File: config.mk
export PLATFORM = sky130hd
export DESIGN_NAME = sr_pulse_driver
export DESIGN_NICKNAME = d
export VERILOG_FILES = /design/src/rtl/sr_pulse_driver.sv
export SDC_FILE = /design/constraint.sdc
export NUM_CORES = 1
export LEC_CHECK = 0
export CAP_MARGIN = 15
export CORE_AREA = 5 5 73 75
export CTS_BUF_LIST = sky130_fd_sc_hd__clkbuf_4
export DETAILED_ROUTE_END_ITERATION = 16
export DIE_AREA = 0 0 78 80
export PLACE_DENSITY = 0.72
export REMOVE_ABC_BUFFERS = 1
export SYNTH_ARGS = -nofsm -noshare
export SYNTH_HDL_FRONTEND = slang
export SYNTH_SLANG_ARGS = --single-unit
File: constraint.sdc
create_clock -name clk -period 2.27 [get_ports clk]
set_input_delay 0.454 -clock clk [delete_from_list [all_inputs] [get_ports clk]]
set_output_delay 0.454 -clock clk [all_outputs]
set_load 0.01 [all_outputs]
File: src/rtl/sr_pulse_driver.sv
// Debounced set/reset pushbuttons driving non-overlapping active-low strobes
// into a downstream NAND SR latch, with reset-first arbitration and a guard gap.
module sr_pulse_driver #(
  parameter int DEBOUNCE_CYCLES = 4,
  parameter int PULSE_CYCLES    = 3,
  parameter int GAP_CYCLES      = 2
) (
  input  logic clk,
  input  logic rst_n,
  input  logic btn_set,
  input  logic btn_reset,
  output logic s_n,
  output logic r_n,
  output logic busy
);

  localparam logic [1:0] IDLE        = 2'd0;
  localparam logic [1:0] SET_PULSE   = 2'd1;
  localparam logic [1:0] RESET_PULSE = 2'd2;
  localparam logic [1:0] GAP         = 2'd3;

  localparam logic [15:0] DEB_LAST   = 16'(DEBOUNCE_CYCLES - 1);
  localparam logic [7:0]  PULSE_LAST = 8'(PULSE_CYCLES - 1);
  localparam logic [7:0]  GAP_LAST   = 8'(GAP_CYCLES - 1);

  // Channel index 0 is the set button, index 1 is the reset button.
  logic [1:0]  w_btn;
  logic [1:0]  r_sync1;
  logic [1:0]  r_sync2;
  logic [1:0]  r_deb;
  logic [1:0]  r_deb_d;
  logic [1:0]  r_pend;
  logic [15:0] r_dcnt [2];
  logic [1:0]  w_rise;
  logic [1:0]  w_serve;
  logic        w_launch;
  logic [1:0]  r_state;
  logic [1:0]  w_state_nxt;
  logic [7:0]  r_cnt;
  logic        r_s_n;
  logic        r_r_n;

  assign w_btn = {btn_reset, btn_set};

  always_ff @(posedge clk or negedge rst_n) begin
    if (!rst_n) begin
      r_sync1 <= 2'b00;
      r_sync2 <= 2'b00;
    end else begin
      r_sync1 <= w_btn;
      r_sync2 <= r_sync1;
    end
  end

  // The count tracks how long the synchronised sample has disagreed with the
  // accepted level; any agreeing sample restarts the qualification.
  always_ff @(posedge clk or negedge rst_n) begin
    if (!rst_n) begin
      r_deb    <= 2'b00;
      r_deb_d  <= 2'b00;
      r_dcnt[0] <= 16'd0;
      r_dcnt[1] <= 16'd0;
    end else begin
      r_deb_d <= r_deb;
      for (int i = 0; i < 2; i++) begin
        if (r_sync2[i] != r_deb[i]) begin
          if (r_dcnt[i] == DEB_LAST) begin
            r_deb[i]  <= ~r_deb[i];
            r_dcnt[i] <= 16'd0;
          end else begin
            r_dcnt[i] <= r_dcnt[i] + 16'd1;
          end
        end else begin
          r_dcnt[i] <= 16'd0;
        end
      end
    end
  end

  assign w_rise = r_deb & ~r_deb_d;

  // The end of a gap arbitrates exactly like IDLE, so a queued request follows
  // after precisely GAP_CYCLES high clocks instead of an extra idle clock.
  always_comb begin
    w_state_nxt = r_state;
    w_serve     = 2'b00;
    w_launch    = (r_state == IDLE) || ((r_state == GAP) && (r_cnt == GAP_LAST));
    if ((r_state == SET_PULSE || r_state == RESET_PULSE) && (r_cnt == PULSE_LAST)) begin
      w_state_nxt = GAP;
    end
    if (w_launch) begin
      if (r_pend[1]) begin
        w_state_nxt = RESET_PULSE;
        w_serve     = 2'b10;
      end else if (r_pend[0]) begin
        w_state_nxt = SET_PULSE;
        w_serve     = 2'b01;
      end else begin
        w_state_nxt = IDLE;
      end
    end
  end

  always_ff @(posedge clk or negedge rst_n) begin
    if (!rst_n) begin
      r_state <= IDLE;
      r_cnt   <= 8'd0;
      r_s_n   <= 1'b1;
      r_r_n   <= 1'b1;
      r_pend  <= 2'b00;
    end else begin
      r_state <= w_state_nxt;
      if ((w_state_nxt != r_state) || (w_state_nxt == IDLE)) begin
        r_cnt <= 8'd0;
      end else begin
        r_cnt <= r_cnt + 8'd1;
      end
      // Strobes decode from a single next-state value, so both can never be low.
      r_s_n  <= (w_state_nxt != SET_PULSE);
      r_r_n  <= (w_state_nxt != RESET_PULSE);
      r_pend <= w_rise | (r_pend & ~w_serve);
    end
  end

  assign s_n  = r_s_n;
  assign r_n  = r_r_n;
  assign busy = (r_state != IDLE);

endmodule
==> impl_metrics.xml <==
<?xml version="1.0" encoding="UTF-8"?>
<metrics>
  <group name="place">
    <metric name="buffer_ports.inserted" unit="">6</metric>
    <metric name="pre_cts_slack" unit="ps">72.9</metric>
    <metric name="instance_area_at_placement" unit="µm²">2650</metric>
    <metric name="globalplace.congestion" unit="">0.805</metric>
    <metric name="hpwl" unit="µm">2860</metric>
  </group>
  <group name="cts">
    <metric name="clock_tree_root_driver_cell" unit="">clkbuf_4</metric>
    <metric name="worst_skew_pair.late_latency" unit="ps">360</metric>
    <metric name="clock_tree.htree_level_count" unit="">2</metric>
    <metric name="post_cts_buffers" unit="">0</metric>
    <metric name="post_cts.resized_instances" unit="">0</metric>
    <metric name="clkTransAtPathRegs" unit="ps">150</metric>
    <metric name="cts_hold_buffers" unit="">0</metric>
    <metric name="cts.path.max_buffers" unit="">2</metric>
    <metric name="cts_made_buffers" unit="">5</metric>
    <metric name="clkSinkCount" unit="">54</metric>
    <metric name="clock_tree_from_tritoncts" unit="">yes</metric>
  </group>
  <group name="flow_run">
    <metric name="drv_cap" unit="">0</metric>
  </group>
  <group name="synthesis">
    <metric name="netlist_top_cells_area" unit="">dfrtp_1 (52%), xor2_1 (7.7%), nor2_1 (5.4%), xnor2_1 (4.5%), ha_1 (3.5%)</metric>
    <metric name="seq_total_area_yosys" unit="%">53.9</metric>
    <metric name="yosys_most_used_dff" unit="">dfrtp_1</metric>
    <metric name="synthDominantCellAreaShare" unit="%">51.8</metric>
    <metric name="post_synth_num_cell_types" unit="">33</metric>
    <metric name="syn-instance-count" unit="">238</metric>
    <metric name="synth.yosys.warnings" unit="">0</metric>
    <metric name="post-synth-top-area-cell" unit="">dfrtp_1</metric>
    <metric name="synth.ff_latch_count" unit="">54</metric>
    <metric name="synth_async_sr_flop_share" unit="%">100</metric>
    <metric name="post_synth_instance_area" unit="µm²">2510</metric>
    <metric name="synth-edff-count" unit="">0</metric>
    <metric name="synthesis.area_per_instance" unit="µm²">10.5</metric>
  </group>
  <group name="timing">
    <metric name="hold_slack" unit="ps">83.0</metric>
    <metric name="worst_slew_pin_slew" unit="ps">634</metric>
    <metric name="fin_skew" unit="ps">9.22</metric>
    <metric name="fmax" unit="MHz">455</metric>
    <metric name="finalHoldViolations" unit="">0</metric>
    <metric name="finalWorstPathRequiredPeriod" unit="ps">2200</metric>
    <metric name="fin_tns_setup" unit="ps">0</metric>
    <metric name="setup_slack" unit="ps">71.5</metric>
    <metric name="report.final.slew_viol_count" unit="">0</metric>
    <metric name="rsz0062_at_grt" unit="">no</metric>
    <metric name="finalSetupViolations" unit="">0</metric>
    <metric name="slew_headroom" unit="%">57.4</metric>
    <metric name="period_share" unit="%">96.9</metric>
  </group>
  <group name="layout">
    <metric name="layout.cells.most_common" unit="">dfrtp_1</metric>
    <metric name="area_growth_syn_to_layout" unit="%">7.73</metric>
    <metric name="mostFrequentLayoutCells" unit="">dfrtp_1 (51), nor2_1 (36), xor2_1 (22)</metric>
    <metric name="antenna_cells" unit="">0</metric>
    <metric name="post_route_cell_area" unit="µm²">2700</metric>
    <metric name="final_layout_size_suffix_gt1_share" unit="%">8.37</metric>
    <metric name="count_of_nets_after_finishing" unit="">261</metric>
  </group>
  <group name="routing">
    <metric name="drt_first_pass_iters" unit="">4</metric>
    <metric name="vias" unit="">1663</metric>
    <metric name="vias_per_cell" unit="">5.45</metric>
    <metric name="post-route-drc-count" unit="">0</metric>
    <metric name="ant_nets" unit="">0</metric>
    <metric name="routedWlPerCell" unit="µm">13.2</metric>
    <metric name="detailedRoute.firstIterationViolations" unit="">66</metric>
    <metric name="routed_wl" unit="µm">4010</metric>
  </group>
  <group name="floorplanning">
    <metric name="ios" unit="">7</metric>
    <metric name="dieArea" unit="µm²">6240</metric>
    <metric name="floorplan.core_area" unit="µm²">4600</metric>
    <metric name="num_rows" unit="">25</metric>
    <metric name="die_height" unit="µm">80</metric>
    <metric name="initial_utilization" unit="%">54.6</metric>
    <metric name="die_w" unit="µm">78</metric>
  </group>
  <group name="pwr">
    <metric name="power_density_of_the_placed_cells" unit="nW/µm²">889</metric>
    <metric name="total_leakage_power" unit="nW">1.22</metric>
    <metric name="max-vdd-ir-drop" unit="mV">0.503</metric>
    <metric name="power.total" unit="mW">2.40</metric>
  </group>
  <group name="min_path">
    <metric name="min-delay-path-class" unit="">input port to async pin</metric>
  </group>
  <group name="critical_path">
    <metric name="crit_chain" unit="">or4_4 &gt; o41a_1 &gt; o21a_2 &gt; o31a_4 &gt; nor3b_2</metric>
    <metric name="critical_path.slowest_cell" unit="">or4_4</metric>
    <metric name="critPathKind" unit="">flip-flop to flip-flop</metric>
    <metric name="worst-endpoint-required" unit="ps">2560</metric>
    <metric name="r2r.worst_path.cells" unit="">5</metric>
    <metric name="worst_path_largest_cell_delay" unit="ps">550</metric>
    <metric name="timing.critical_path.arrival" unit="ps">2490</metric>
    <metric name="crit_fanout" unit="">8</metric>
    <metric name="worst-r2r-setup-slack" unit="ps">70</metric>
    <metric name="critPathCaptureType" unit="">flip-flop</metric>
    <metric name="worstSetupStartpointType" unit="">flip-flop</metric>
  </group>
  <group name="global_routing">
    <metric name="grt_start_max_net_pins" unit="">30</metric>
    <metric name="grt_usage" unit="%">14.8</metric>
    <metric name="global_route.overflow_total" unit="">0</metric>
    <metric name="via_count_of_the_first_global_routing_pass" unit="">1715</metric>
    <metric name="wire_length_of_the_first_global_routing_pass" unit="µm">7450</metric>
    <metric name="antenna_found_initial" unit="">0</metric>
  </group>
  <group name="run_status">
    <metric name="outcome" unit="">finished, final reports clean</metric>
  </group>
</metrics>
==> flip-flops by register name (all words and copies together) (netlist names) <==
register  flops
r_sync1       2
r_dcnt       32
r_n           1
r_deb_d       2
r_deb         2
s_n           1
r_state       2
r_sync2       2
r_cnt         8
r_pend        2
==> stage by stage <==
step | util, % | cells
2_1_floorplan | - | 235
3_3_place_gp | 57.6 | 297
3_5_place_dp | 57.6 | 297
4_1_cts | 58.8 | 305
5_1_grt | 58.8 | 305
6_report | 58.8 | 305
==> per-layer routing <==
| metal | GRT usage [%] | routed length, µm | vias to the layer above |
|---|---|---|---|
| met5 | 0 | 0 | - |
| met4 | 4.90 | 59 | 0 |
| met3 | 3.95 | 122 | 7 |
| met2 | 24.8 | 1880 | 14 |
| met1 | 18.5 | 1950 | 802 |
| li1 | - | - | 840 |
==> worst paths after layout <==
check                           start    endpoint
min                             rst_n  r_sync2[0]
max                          r_cnt[3]    r_cnt[4]
min reg2reg                r_sync1[0]  r_sync2[0]
max reg2reg                  r_cnt[3]    r_cnt[4]
max in group asynchronous       rst_n         r_n
min in group clk           r_sync1[0]  r_sync2[0]
==> cell type report <==
class	instances	area [µm²]
fillers	410	1890
repair buffers	8	82.6
inverters	8	30.0
well taps	54	67.6
multi-input cells	173	1110
clock inverters	3	16.3
flip-flops and latches	54	1360
clock buffers	5	37.5
==> logic make-up (layout without fill, tap and decap cells) <==
kind of cell	after synthesis	in the layout	share of synthesized area, %
DFF	54	54	53.9
xor gates and xnor gates	35	35	12.2
buffers and inverters	11	24	1.65
and+or+nand+nor	114	114	23.4
AOI/OAI and AO/OA	15	15	4.44
adders and majority gates	7	7	3.49
muxes	2	2	0.897
==> power by group <==
part	internal (mW)	switching, mW	leakage, nW	total, mW
Clock	0.116	0.278	0.0286	0.393
Sequential	1.12	0.144	0.713	1.26
Combinational	0.333	0.415	0.479	0.748
Total	1.57	0.837	1.22	2.40
==> synthesized netlist by cell type, types with 6 or more instances <==
| cell | instances |
|---|---|
| dfrtp_1 | 52 |
| nor2_1 | 36 |
| xor2_1 | 22 |
| nand2_1 | 21 |
| nand3_1 | 14 |
| xnor2_1 | 13 |
| and3_1 | 11 |
| inv_1 | 8 |
| nand4_1 | 8 |
| ha_1 | 7 |
| nor4_1 | 6 |
| o21ai_0 | 6 |
==> critical path, delay by kind of cell, from the launching register on <==
family	cells	cell delay (ps)
AOI/OAI and AO/OA	3	980
DFF	1	430
and+or+nand+nor	2	720
Note: power is estimated with default switching activity, not from simulation.
==> edit (same flow settings) <==
Add an input register stage for `btn_set`, without a reset; this delays it by one clock.
--- a/src/rtl/sr_pulse_driver.sv
+++ b/src/rtl/sr_pulse_driver.sv
@@ -24,4 +24,10 @@
   localparam logic [7:0]  GAP_LAST   = 8'(GAP_CYCLES - 1);
 
+  logic btn_set_q;
+
+  always_ff @(posedge clk) begin
+    btn_set_q <= btn_set;
+  end
+
   // Channel index 0 is the set button, index 1 is the reset button.
   logic [1:0]  w_btn;
@@ -41,5 +47,5 @@
   logic        r_r_n;
 
-  assign w_btn = {btn_reset, btn_set};
+  assign w_btn = {btn_reset, btn_set_q};
 
   always_ff @(posedge clk or negedge rst_n) begin
Behaviour: not the same (a bounded check fails within 10 cycles, from zero or initial values and one cycle with rst_n low).
==> edit against the original RTL <==
- worst hold slack worse by 0.033 ns
- routed wire length up 3.6%
- first-iteration DRC count up 110%
- sequential cell count up 1
- critical path depth down 1
- power up 9.3%
- clock skew up 0.0040 ns
- cell count up 5.2%
- cell area up 4.0%
- via count up 7.3%
- area after synthesis up 2.8%
- worst setup slack better by 0.062 ns
- largest power group unchanged
==> edit: results (changes against the original RTL) <==
[worst_setup_path]
path_delay_family = buffers and inverters  ; was compound AO/OA/AOI/OAI gates
timing.rr.start = r_state[0]  ; was r_cnt[3]
reg2reg_slack_ns = 0.31  ; was 0.07 ns
cpMaxStageDelayCell = clkdlybuf4s50_1  ; was or4_4
cp_max_fo = 6  ; was 8
rr_worst_depth = 7  ; was 5
cp.arrival_ns = 1.68  ; was 2.49 ns
crit_end = busy  ; was r_cnt[4]

[cells_and_area]
nFillCells = 394  ; was 410
fin_util = 0.612  ; was 0.588
buffers = 11  ; was 8
fin_nets = 277  ; was 261
seq_share = 0.488  ; was 0.501
layout-drive-gt1-share = 0.0861  ; was 0.0837

[detailed_routing]
drt_iter0_markers = 139  ; was 66
wl_per_cell_um = 12.9  ; was 13.2 um
met3_wirelength_um = 117  ; was 122 um
totalWireLength_um = 4160  ; was 4010 um
wl_met2_um = 1860  ; was 1880 um

[power_and_ir_drop]
p_leak_uw = 0.00121  ; was 0.00122 uW

[synth]
ys_ff_latch = 55  ; was 54
syn_avg_cell_area_um2 = 10.3  ; was 10.5 um^2
ys_types = 38  ; was 33
synthTopCellsByArea = dfrtp_1 50%, xnor2_1 7.5%, nor2_1 6.5%, xor2_1 4.1%, ha_1 3.4%  ; was dfrtp_1 52%, xor2_1 7.7%, nor2_1 5.4%, xnor2_1 4.5%, ha_1 3.5%

[global_route]
grt_use_met3 = 0.0271  ; was 0.0395
grt_pass1_vias = 1764  ; was 1715
grtUsageMet2 = 0.245  ; was 0.248
gr-usage-met1 = 0.205  ; was 0.185

[placed_design]
hpwl_um = 2940  ; was 2860 um
gp_congestion = 0.808  ; was 0.805

[status]
status = finished clean  ; unchanged

## edit: cell count changes after synthesis, sizes merged, moves of 4 or more
cell	unedited run	this run
and4	4	0
nor4	6	15
and3	11	6
inv	8	12
nor2	36	45
xnor2	13	22
xor2	22	12
nand2	21	12
## edit: power groups by stage
| stage | Sequential (uW) | Combinational [uW] | Clock [uW] |
|---|---|---|---|
| after detailed placement | 1340 | 768 | 0 |
| final | 1310 | 805 | 516 |
| after global placement | 1330 | 765 | 0 |
| after CTS | 1310 | 792 | 536 |
| after global routing | 1340 | 918 | 578 |
| after floorplan | 1300 | 537 | 0 |
## edit: cells by family after synthesis
kind of cell / after synthesis / synth area share
AO/OA/AOI/OAI: 19 / 0.0504
XOR/XNOR: 34 / 0.115
buffers and inverters: 14 / 0.0204
flip-flops: 55 / 0.532
adder cells (fa/ha/maj): 7 / 0.0339
AND/OR/NAND/NOR: 119 / 0.239
multiplexers: 2 / 0.00872
